**src/rtl/cpu_pkg.sv**
```systemverilog
// Shared CPU constants and the write-back arbiter's grant encoding.
package cpu_pkg;

  localparam int unsigned REG_ADDR_W = 5;
  localparam int unsigned XLEN       = 32;

  localparam logic [REG_ADDR_W-1:0] REG_ZERO = 5'd0;

  // Starvation counter width and its saturation value
  localparam int unsigned  WAIT_CNT_W = 4;
  localparam logic [3:0]   WAIT_SAT   = 4'd15;

  // Which requester owns the write port in the current cycle
  typedef enum logic [1:0] {
    GRANT_NONE = 2'd0,
    GRANT_M    = 2'd1,
    GRANT_E    = 2'd2
  } grant_e;

endpackage

```
**src/rtl/wb_arbiter_if.sv**
```systemverilog
// Bundle of the write-back requester handshakes, register-file write port
// and forwarding outputs. "master" is the pipeline / register-file side,
// "slave" is the arbiter itself.
interface wb_arbiter_if;
  import cpu_pkg::*;

  logic                  m_valid;
  logic [REG_ADDR_W-1:0] m_rd;
  logic [XLEN-1:0]       m_data;
  logic                  m_ready;

  logic                  e_valid;
  logic [REG_ADDR_W-1:0] e_rd;
  logic [XLEN-1:0]       e_data;
  logic                  e_ready;

  logic [REG_ADDR_W-1:0] rs1;
  logic [REG_ADDR_W-1:0] rs2;

  logic                  write_reg;
  logic [REG_ADDR_W-1:0] target_reg;
  logic [XLEN-1:0]       write_rd_data;

  logic                  fwd1_hit;
  logic                  fwd2_hit;
  logic [XLEN-1:0]       fwd_data;
  logic                  conflict;

  modport master (
    output m_valid, m_rd, m_data, e_valid, e_rd, e_data, rs1, rs2,
    input  m_ready, e_ready, write_reg, target_reg, write_rd_data,
           fwd1_hit, fwd2_hit, fwd_data, conflict
  );

  modport slave (
    input  m_valid, m_rd, m_data, e_valid, e_rd, e_data, rs1, rs2,
    output m_ready, e_ready, write_reg, target_reg, write_rd_data,
           fwd1_hit, fwd2_hit, fwd_data, conflict
  );

endinterface

```
**src/rtl/wb_arbiter.sv**
```systemverilog
// Write-back arbiter: two requesters (memory-stage loads M, execute results E)
// share one register-file write port. M has priority unless E has been
// refused for MAX_WAIT consecutive cycles. The winner is captured in an
// output register that drives the register file and the forwarding muxes.
module wb_arbiter
  import cpu_pkg::*;
#(
  parameter int unsigned MAX_WAIT = 3
) (
  input  logic          clk,
  input  logic          rst,
  wb_arbiter_if.slave   bus
);

  localparam logic [WAIT_CNT_W-1:0] MAX_WAIT_V = WAIT_CNT_W'(MAX_WAIT);

  grant_e                grant;
  logic                  e_prio;

  logic                  write_reg_q,  write_reg_d;
  logic [REG_ADDR_W-1:0] target_reg_q, target_reg_d;
  logic [XLEN-1:0]       wr_data_q,    wr_data_d;
  logic                  conflict_q,   conflict_d;
  logic [WAIT_CNT_W-1:0] wait_cnt_q,   wait_cnt_d;

  // Pick the winner: M by default, E once starved, nobody while in reset
  always_comb begin
    grant  = GRANT_NONE;
    e_prio = (wait_cnt_q >= MAX_WAIT_V);
    if (!rst) begin
      if (bus.m_valid && !(bus.e_valid && e_prio)) begin
        grant = GRANT_M;
      end else if (bus.e_valid) begin
        grant = GRANT_E;
      end
    end
    bus.m_ready = (grant == GRANT_M);
    bus.e_ready = (grant == GRANT_E);
  end

  // Next values for the output register, conflict flag and starvation counter
  always_comb begin
    write_reg_d  = 1'b0;
    target_reg_d = target_reg_q;
    wr_data_d    = wr_data_q;
    conflict_d   = bus.m_valid && bus.e_valid &&
                   (bus.m_rd == bus.e_rd) && (bus.m_rd != REG_ZERO);
    wait_cnt_d   = '0;

    if (bus.e_valid && (grant != GRANT_E)) begin
      wait_cnt_d = (wait_cnt_q == WAIT_SAT) ? WAIT_SAT : wait_cnt_q + 4'd1;
    end

    // x0 writes are consumed and recorded but never raise the write enable
    case (grant)
      GRANT_M: begin
        target_reg_d = bus.m_rd;
        wr_data_d    = bus.m_data;
        write_reg_d  = (bus.m_rd != REG_ZERO);
      end
      GRANT_E: begin
        target_reg_d = bus.e_rd;
        wr_data_d    = bus.e_data;
        write_reg_d  = (bus.e_rd != REG_ZERO);
      end
      default: ;
    endcase
  end

  // State registers with synchronous reset; reset also drops any pending write
  always_ff @(posedge clk) begin
    if (rst) begin
      write_reg_q  <= 1'b0;
      target_reg_q <= '0;
      wr_data_q    <= '0;
      conflict_q   <= 1'b0;
      wait_cnt_q   <= '0;
    end else begin
      write_reg_q  <= write_reg_d;
      target_reg_q <= target_reg_d;
      wr_data_q    <= wr_data_d;
      conflict_q   <= conflict_d;
      wait_cnt_q   <= wait_cnt_d;
    end
  end

  // Register-file drive and forwarding of the in-flight write until the
  // falling-edge commit makes it visible through the normal read path
  always_comb begin
    bus.write_reg     = write_reg_q;
    bus.target_reg    = target_reg_q;
    bus.write_rd_data = wr_data_q;
    bus.fwd_data      = wr_data_q;
    bus.conflict      = conflict_q;
    bus.fwd1_hit      = write_reg_q && (bus.rs1 == target_reg_q) &&
                        (bus.rs1 != REG_ZERO);
    bus.fwd2_hit      = write_reg_q && (bus.rs2 == target_reg_q) &&
                        (bus.rs2 != REG_ZERO);
  end

endmodule

```
**src/flat_wrapper.sv**
```systemverilog
// flat-port wrapper written by rule: the top's interface ports become plain ports
module wb_arbiter_flat import cpu_pkg::*;
#(
  parameter int unsigned MAX_WAIT = 3
)
  (clk, rst, bus_m_valid, bus_m_rd, bus_m_data, bus_e_valid, bus_e_rd, bus_e_data, bus_rs1, bus_rs2, bus_m_ready, bus_e_ready, bus_write_reg, bus_target_reg, bus_write_rd_data, bus_fwd1_hit, bus_fwd2_hit, bus_fwd_data, bus_conflict);
  wb_arbiter_if bus_i ();
  input  logic clk;
  input  logic rst;
  input wire logic [$bits(bus_i.m_valid)-1:0] bus_m_valid;
  input wire logic [$bits(bus_i.m_rd)-1:0] bus_m_rd;
  input wire logic [$bits(bus_i.m_data)-1:0] bus_m_data;
  input wire logic [$bits(bus_i.e_valid)-1:0] bus_e_valid;
  input wire logic [$bits(bus_i.e_rd)-1:0] bus_e_rd;
  input wire logic [$bits(bus_i.e_data)-1:0] bus_e_data;
  input wire logic [$bits(bus_i.rs1)-1:0] bus_rs1;
  input wire logic [$bits(bus_i.rs2)-1:0] bus_rs2;
  output wire logic [$bits(bus_i.m_ready)-1:0] bus_m_ready;
  output wire logic [$bits(bus_i.e_ready)-1:0] bus_e_ready;
  output wire logic [$bits(bus_i.write_reg)-1:0] bus_write_reg;
  output wire logic [$bits(bus_i.target_reg)-1:0] bus_target_reg;
  output wire logic [$bits(bus_i.write_rd_data)-1:0] bus_write_rd_data;
  output wire logic [$bits(bus_i.fwd1_hit)-1:0] bus_fwd1_hit;
  output wire logic [$bits(bus_i.fwd2_hit)-1:0] bus_fwd2_hit;
  output wire logic [$bits(bus_i.fwd_data)-1:0] bus_fwd_data;
  output wire logic [$bits(bus_i.conflict)-1:0] bus_conflict;
  assign bus_i.m_valid = bus_m_valid;
  assign bus_i.m_rd = bus_m_rd;
  assign bus_i.m_data = bus_m_data;
  assign bus_i.e_valid = bus_e_valid;
  assign bus_i.e_rd = bus_e_rd;
  assign bus_i.e_data = bus_e_data;
  assign bus_i.rs1 = bus_rs1;
  assign bus_i.rs2 = bus_rs2;
  assign bus_m_ready = bus_i.m_ready;
  assign bus_e_ready = bus_i.e_ready;
  assign bus_write_reg = bus_i.write_reg;
  assign bus_target_reg = bus_i.target_reg;
  assign bus_write_rd_data = bus_i.write_rd_data;
  assign bus_fwd1_hit = bus_i.fwd1_hit;
  assign bus_fwd2_hit = bus_i.fwd2_hit;
  assign bus_fwd_data = bus_i.fwd_data;
  assign bus_conflict = bus_i.conflict;
  wb_arbiter #(.MAX_WAIT(MAX_WAIT)) u_core (.clk(clk), .rst(rst), .bus(bus_i));
endmodule
```
**config.mk**
```make
export PLATFORM = sky130hd
export DESIGN_NAME = wb_arbiter_flat
export DESIGN_NICKNAME = d
export VERILOG_FILES = /design/src/rtl/cpu_pkg.sv /design/src/rtl/wb_arbiter_if.sv /design/src/rtl/wb_arbiter.sv /design/src/flat_wrapper.sv
export SDC_FILE = /design/constraint.sdc
export NUM_CORES = 1
export LEC_CHECK = 0
export ABC_CLOCK_PERIOD_IN_PS = 2200
export CORE_UTILIZATION = 33
export CTS_CLUSTER_DIAMETER = 80
export DETAILED_ROUTE_END_ITERATION = 8
export MAX_ROUTING_LAYER = met4
export PLACE_DENSITY = 0.88
export SETUP_SLACK_MARGIN = 0.05
export SLEW_MARGIN = 20
export SYNTH_ARGS = -nofsm -noshare
export SYNTH_HDL_FRONTEND = slang
export SYNTH_SLANG_ARGS = --single-unit
export TNS_END_PERCENT = 20
```
**constraint.sdc**
```tcl
create_clock -name clk -period 2.2 [get_ports clk]
set_input_delay 0.22 -clock clk [delete_from_list [all_inputs] [get_ports clk]]
set_output_delay 0.22 -clock clk [all_outputs]
set_load 0.005 [all_outputs]
```
==> results of run 1 <==
==> cell families after synthesis <==
group                      synth area share, %
adders and majority gates                 1.50
buffers and inverters                     12.8
AOI/OAI and AO/OA                         2.25
DFF                                       34.4
xor gates and xnor gates                  4.55
muxes                                     32.7
and+or+nand+nor                           11.8
==> power by group through the flow <==
stage | Clock (uW) | Combinational, uW | Sequential, uW
6_report | 486 | 661 | 873
5_1_grt | 539 | 712 | 881
4_1_cts | 509 | 668 | 874
3_5_place_dp | 0 | 665 | 891
3_3_place_gp | 0 | 646 | 887
2_1_floorplan | 0 | 299 | 894
==> metal layers <==
metal  part of all wire (%)  up-vias
li1                       -     1111
met1                     38     1108
met5                      0        -
met4                   0.93        0
met3                    6.6        4
met2                     55       91
==> path summary, 6_finish.rpt <==
check | start | to | slack, ns | depth (start not counted)
max | u_core.bus.target_reg[2] | bus_fwd1_hit | 0.09 | 5
min | u_core.wait_cnt_q[0] | u_core.wait_cnt_q[0] | 0.48 | 1
max reg2reg | u_core.wait_cnt_q[0] | u_core.bus.target_reg[1] | 0.23 | 9
min reg2reg | u_core.wait_cnt_q[0] | u_core.wait_cnt_q[0] | 0.48 | 1
==> per-stage QoR <==
stage	util [%]	total power, uW	setup TNS, ns	cell area (um2)	hold slack, ns
after global routing	57.3	2130	0	4180	0.510
after global placement	55.7	1530	0	4060	0.462
after detailed placement	55.7	1560	0	4060	0.472
final	57.3	2020	0	4180	0.484
after floorplan	-	1190	0	2500	0.356
after CTS	57.1	2050	-0.102	4160	0.483
==> cells in the mapped netlist <==
library cell,count
a211oi_1,3
a21oi_1,2
a31oi_1,1
and2_1,1
buf_2,4
buf_4,34
buf_6,2
clkbuf_1,4
dfxtp_1,43
ha_1,3
inv_1,2
mux2_2,29
mux2_4,8
mux2i_1,37
nand2_1,6
nand2b_1,1
nand3_1,5
nand3b_1,2
nand4_1,1
nor2_1,40
nor2b_1,1
nor3_1,3
nor3b_1,1
nor4_1,1
o21ai_0,1
o21ai_1,1
o31ai_1,1
or3_1,2
or4_1,2
xnor2_1,13
==> cell type report <==
cell class	instances	area (um2)
fill	660	3120
timing repair buffer	175	1760
multi-input combinational	165	1340
sequential	43	863
tap	99	124
clock buffer	7	76.3
inverter	2	7.51
clock inverter	1	5.00
==> timing repair <==
action,4_1_cts,5_1_grt
setup endpoints to repair,3,2
pin swaps,2,1
setup buffers,0,1
gates resized for setup,5,3
==> impl_metrics.tcl, run 1 <==
set metrics [dict create \
    finalSetupViolations 0 \
    globalplace.congestion 0.779 \
    io-pin-count 163 \
    use_met1_pct 16.4 \
    busiest_layer "met2" \
    final-hold-violation-count 0 \
    syn-mean-instance-area_um2 9.84 \
    p_sw_uw 513 \
    final_cells 492 \
    crit_type "reg2out" \
    swShare_pct 25.4 \
    synth-seq-cells 43 \
    insertion_delay_ns 0.29 \
    hold_class "reg2reg" \
    power_frac_seq_pct 43.2 \
    gr-usage-met2_pct 32.8 \
    antenna_left 0 \
    endpoint_kind "output port" \
    slew_headroom_pct 72.5 \
    synth_top_area_share_pct 34.4 \
    placed_cells 483 \
    vdd_drop_max_mv 0.261 \
    slowest_stage "clkdlybuf4s50_1" \
    layout_commonest_cell "clkdlybuf4s50_1" \
    h-tree-depth 2 \
    n_antenna_cell 0 \
    wl_per_cell_um 13.9 \
    die_w_um 89.0 \
    vias 2314 \
    rsz0062_at_grt "true" \
    finalCritPeriodShare_pct 95.8 \
    worstPathRequired_ns 1.98 \
    synth_nets 345 \
    via_per_inst 4.70 \
    power_frac_comb_pct 32.7 \
    grt-ovfl-total 0 \
    synth_cell_type_count 30 \
    cts_root_buffer "clkbuf_8" \
    cts_tree "built" \
    drc 0 \
    largest_reg_flops 32 \
    synth_seq_area_share_pct 34.4 \
    die_height_um 89.0 \
    worstMarginPinSlew_ns 0.413 \
    drt-initial-drc-count 26 \
    grt_use_total_pct 16.8 \
    postSynthCellCount 254 \
    dieArea_um2 7930 \
    ys.warnings.count 0 \
    setup_slack_ns 0.0930 \
    met3_usage_pct 3.51 \
    final_cell_mix "clkdlybuf4s50_1 (160), dfxtp_1 (41), nor2_1 (39)" \
    start_util_pct 34.3 \
    yosysTopAreaCell "dfxtp_1" \
    numCtsBuffers 5 \
    critPathBufInv 2 \
    cts.sink_count 43 \
    maxCapViolations 0 \
    max_clock_freq_ghz 0.475 \
    cpPeakStageDelay_ns 0.54 \
    grt_antenna_before_repair 0 \
    cp_top_family "buffers and inverters" \
    grt_start_max_net_pins 39 \
    fin_worst_skew_ns 0.00312 \
    powerDensity_nw_per_um2 484 \
    finalNetCount 483 \
    hpwl_um 5440 \
    crit_chain "buf_4 > xnor2_1 > nand3_1 > a211oi_2 > clkdlybuf4s50_1" \
    core_area_um2 7290 \
    grt_pass1_vias 2278 \
    clk_pin_slew_ns 0.08 \
    drive_above_1_share_pct 15.8 \
    dr.pass1.iters 6 \
    area_delta_synth_final_pct 67.0 \
    final_max_slew_viol_count 0 \
    power.leakage_uw 0.00170 \
    grt_pass1_wl_um 10100 \
    critPathArrivalTime_ns 1.89 \
    synth_area_um2 2500 \
    crit_fanout 4 \
    p_int_uw 1510 \
    rows 31 \
    clk_path_buf_depth 2 \
    status "finished, final reports clean" \
    synth.area.top_cells "dfxtp_1 (34%), mux2i_1 (15%), mux2_2 (13%)" \
    period_minus_slack_ns 2.11 \
    worstSetupStartpointType "flip-flop" \
    power_frac_clock_pct 24.1 \
    io_buffer_count 162 \
    wirelength_um 6860 \
    cts_hold_buf 0 \
    post-place-ws_ns 0.0254 \
]
(Power assumes the default switching activity.)
==> inputs of run 2 (changes only) <==
--- a/config.mk
+++ b/config.mk
@@ -9,6 +9,7 @@
 export CORE_UTILIZATION = 33
 export CTS_CLUSTER_DIAMETER = 80
 export DETAILED_ROUTE_END_ITERATION = 8
+export GPL_ROUTABILITY_DRIVEN = 0
 export MAX_ROUTING_LAYER = met4
 export PLACE_DENSITY = 0.88
 export SETUP_SLACK_MARGIN = 0.05
==> results of run 2 <==
No change in the layout: final DEF, timing and power equal those of run 1.
==> inputs of run 3 (changes only) <==
--- a/config.mk
+++ b/config.mk
@@ -13,7 +13,6 @@
 export MAX_ROUTING_LAYER = met4
 export PLACE_DENSITY = 0.88
 export SETUP_SLACK_MARGIN = 0.05
-export SLEW_MARGIN = 20
 export SYNTH_ARGS = -nofsm -noshare
 export SYNTH_HDL_FRONTEND = slang
 export SYNTH_SLANG_ARGS = --single-unit
==> results of run 3 <==
No change in the layout: final DEF, timing and power equal those of run 1.
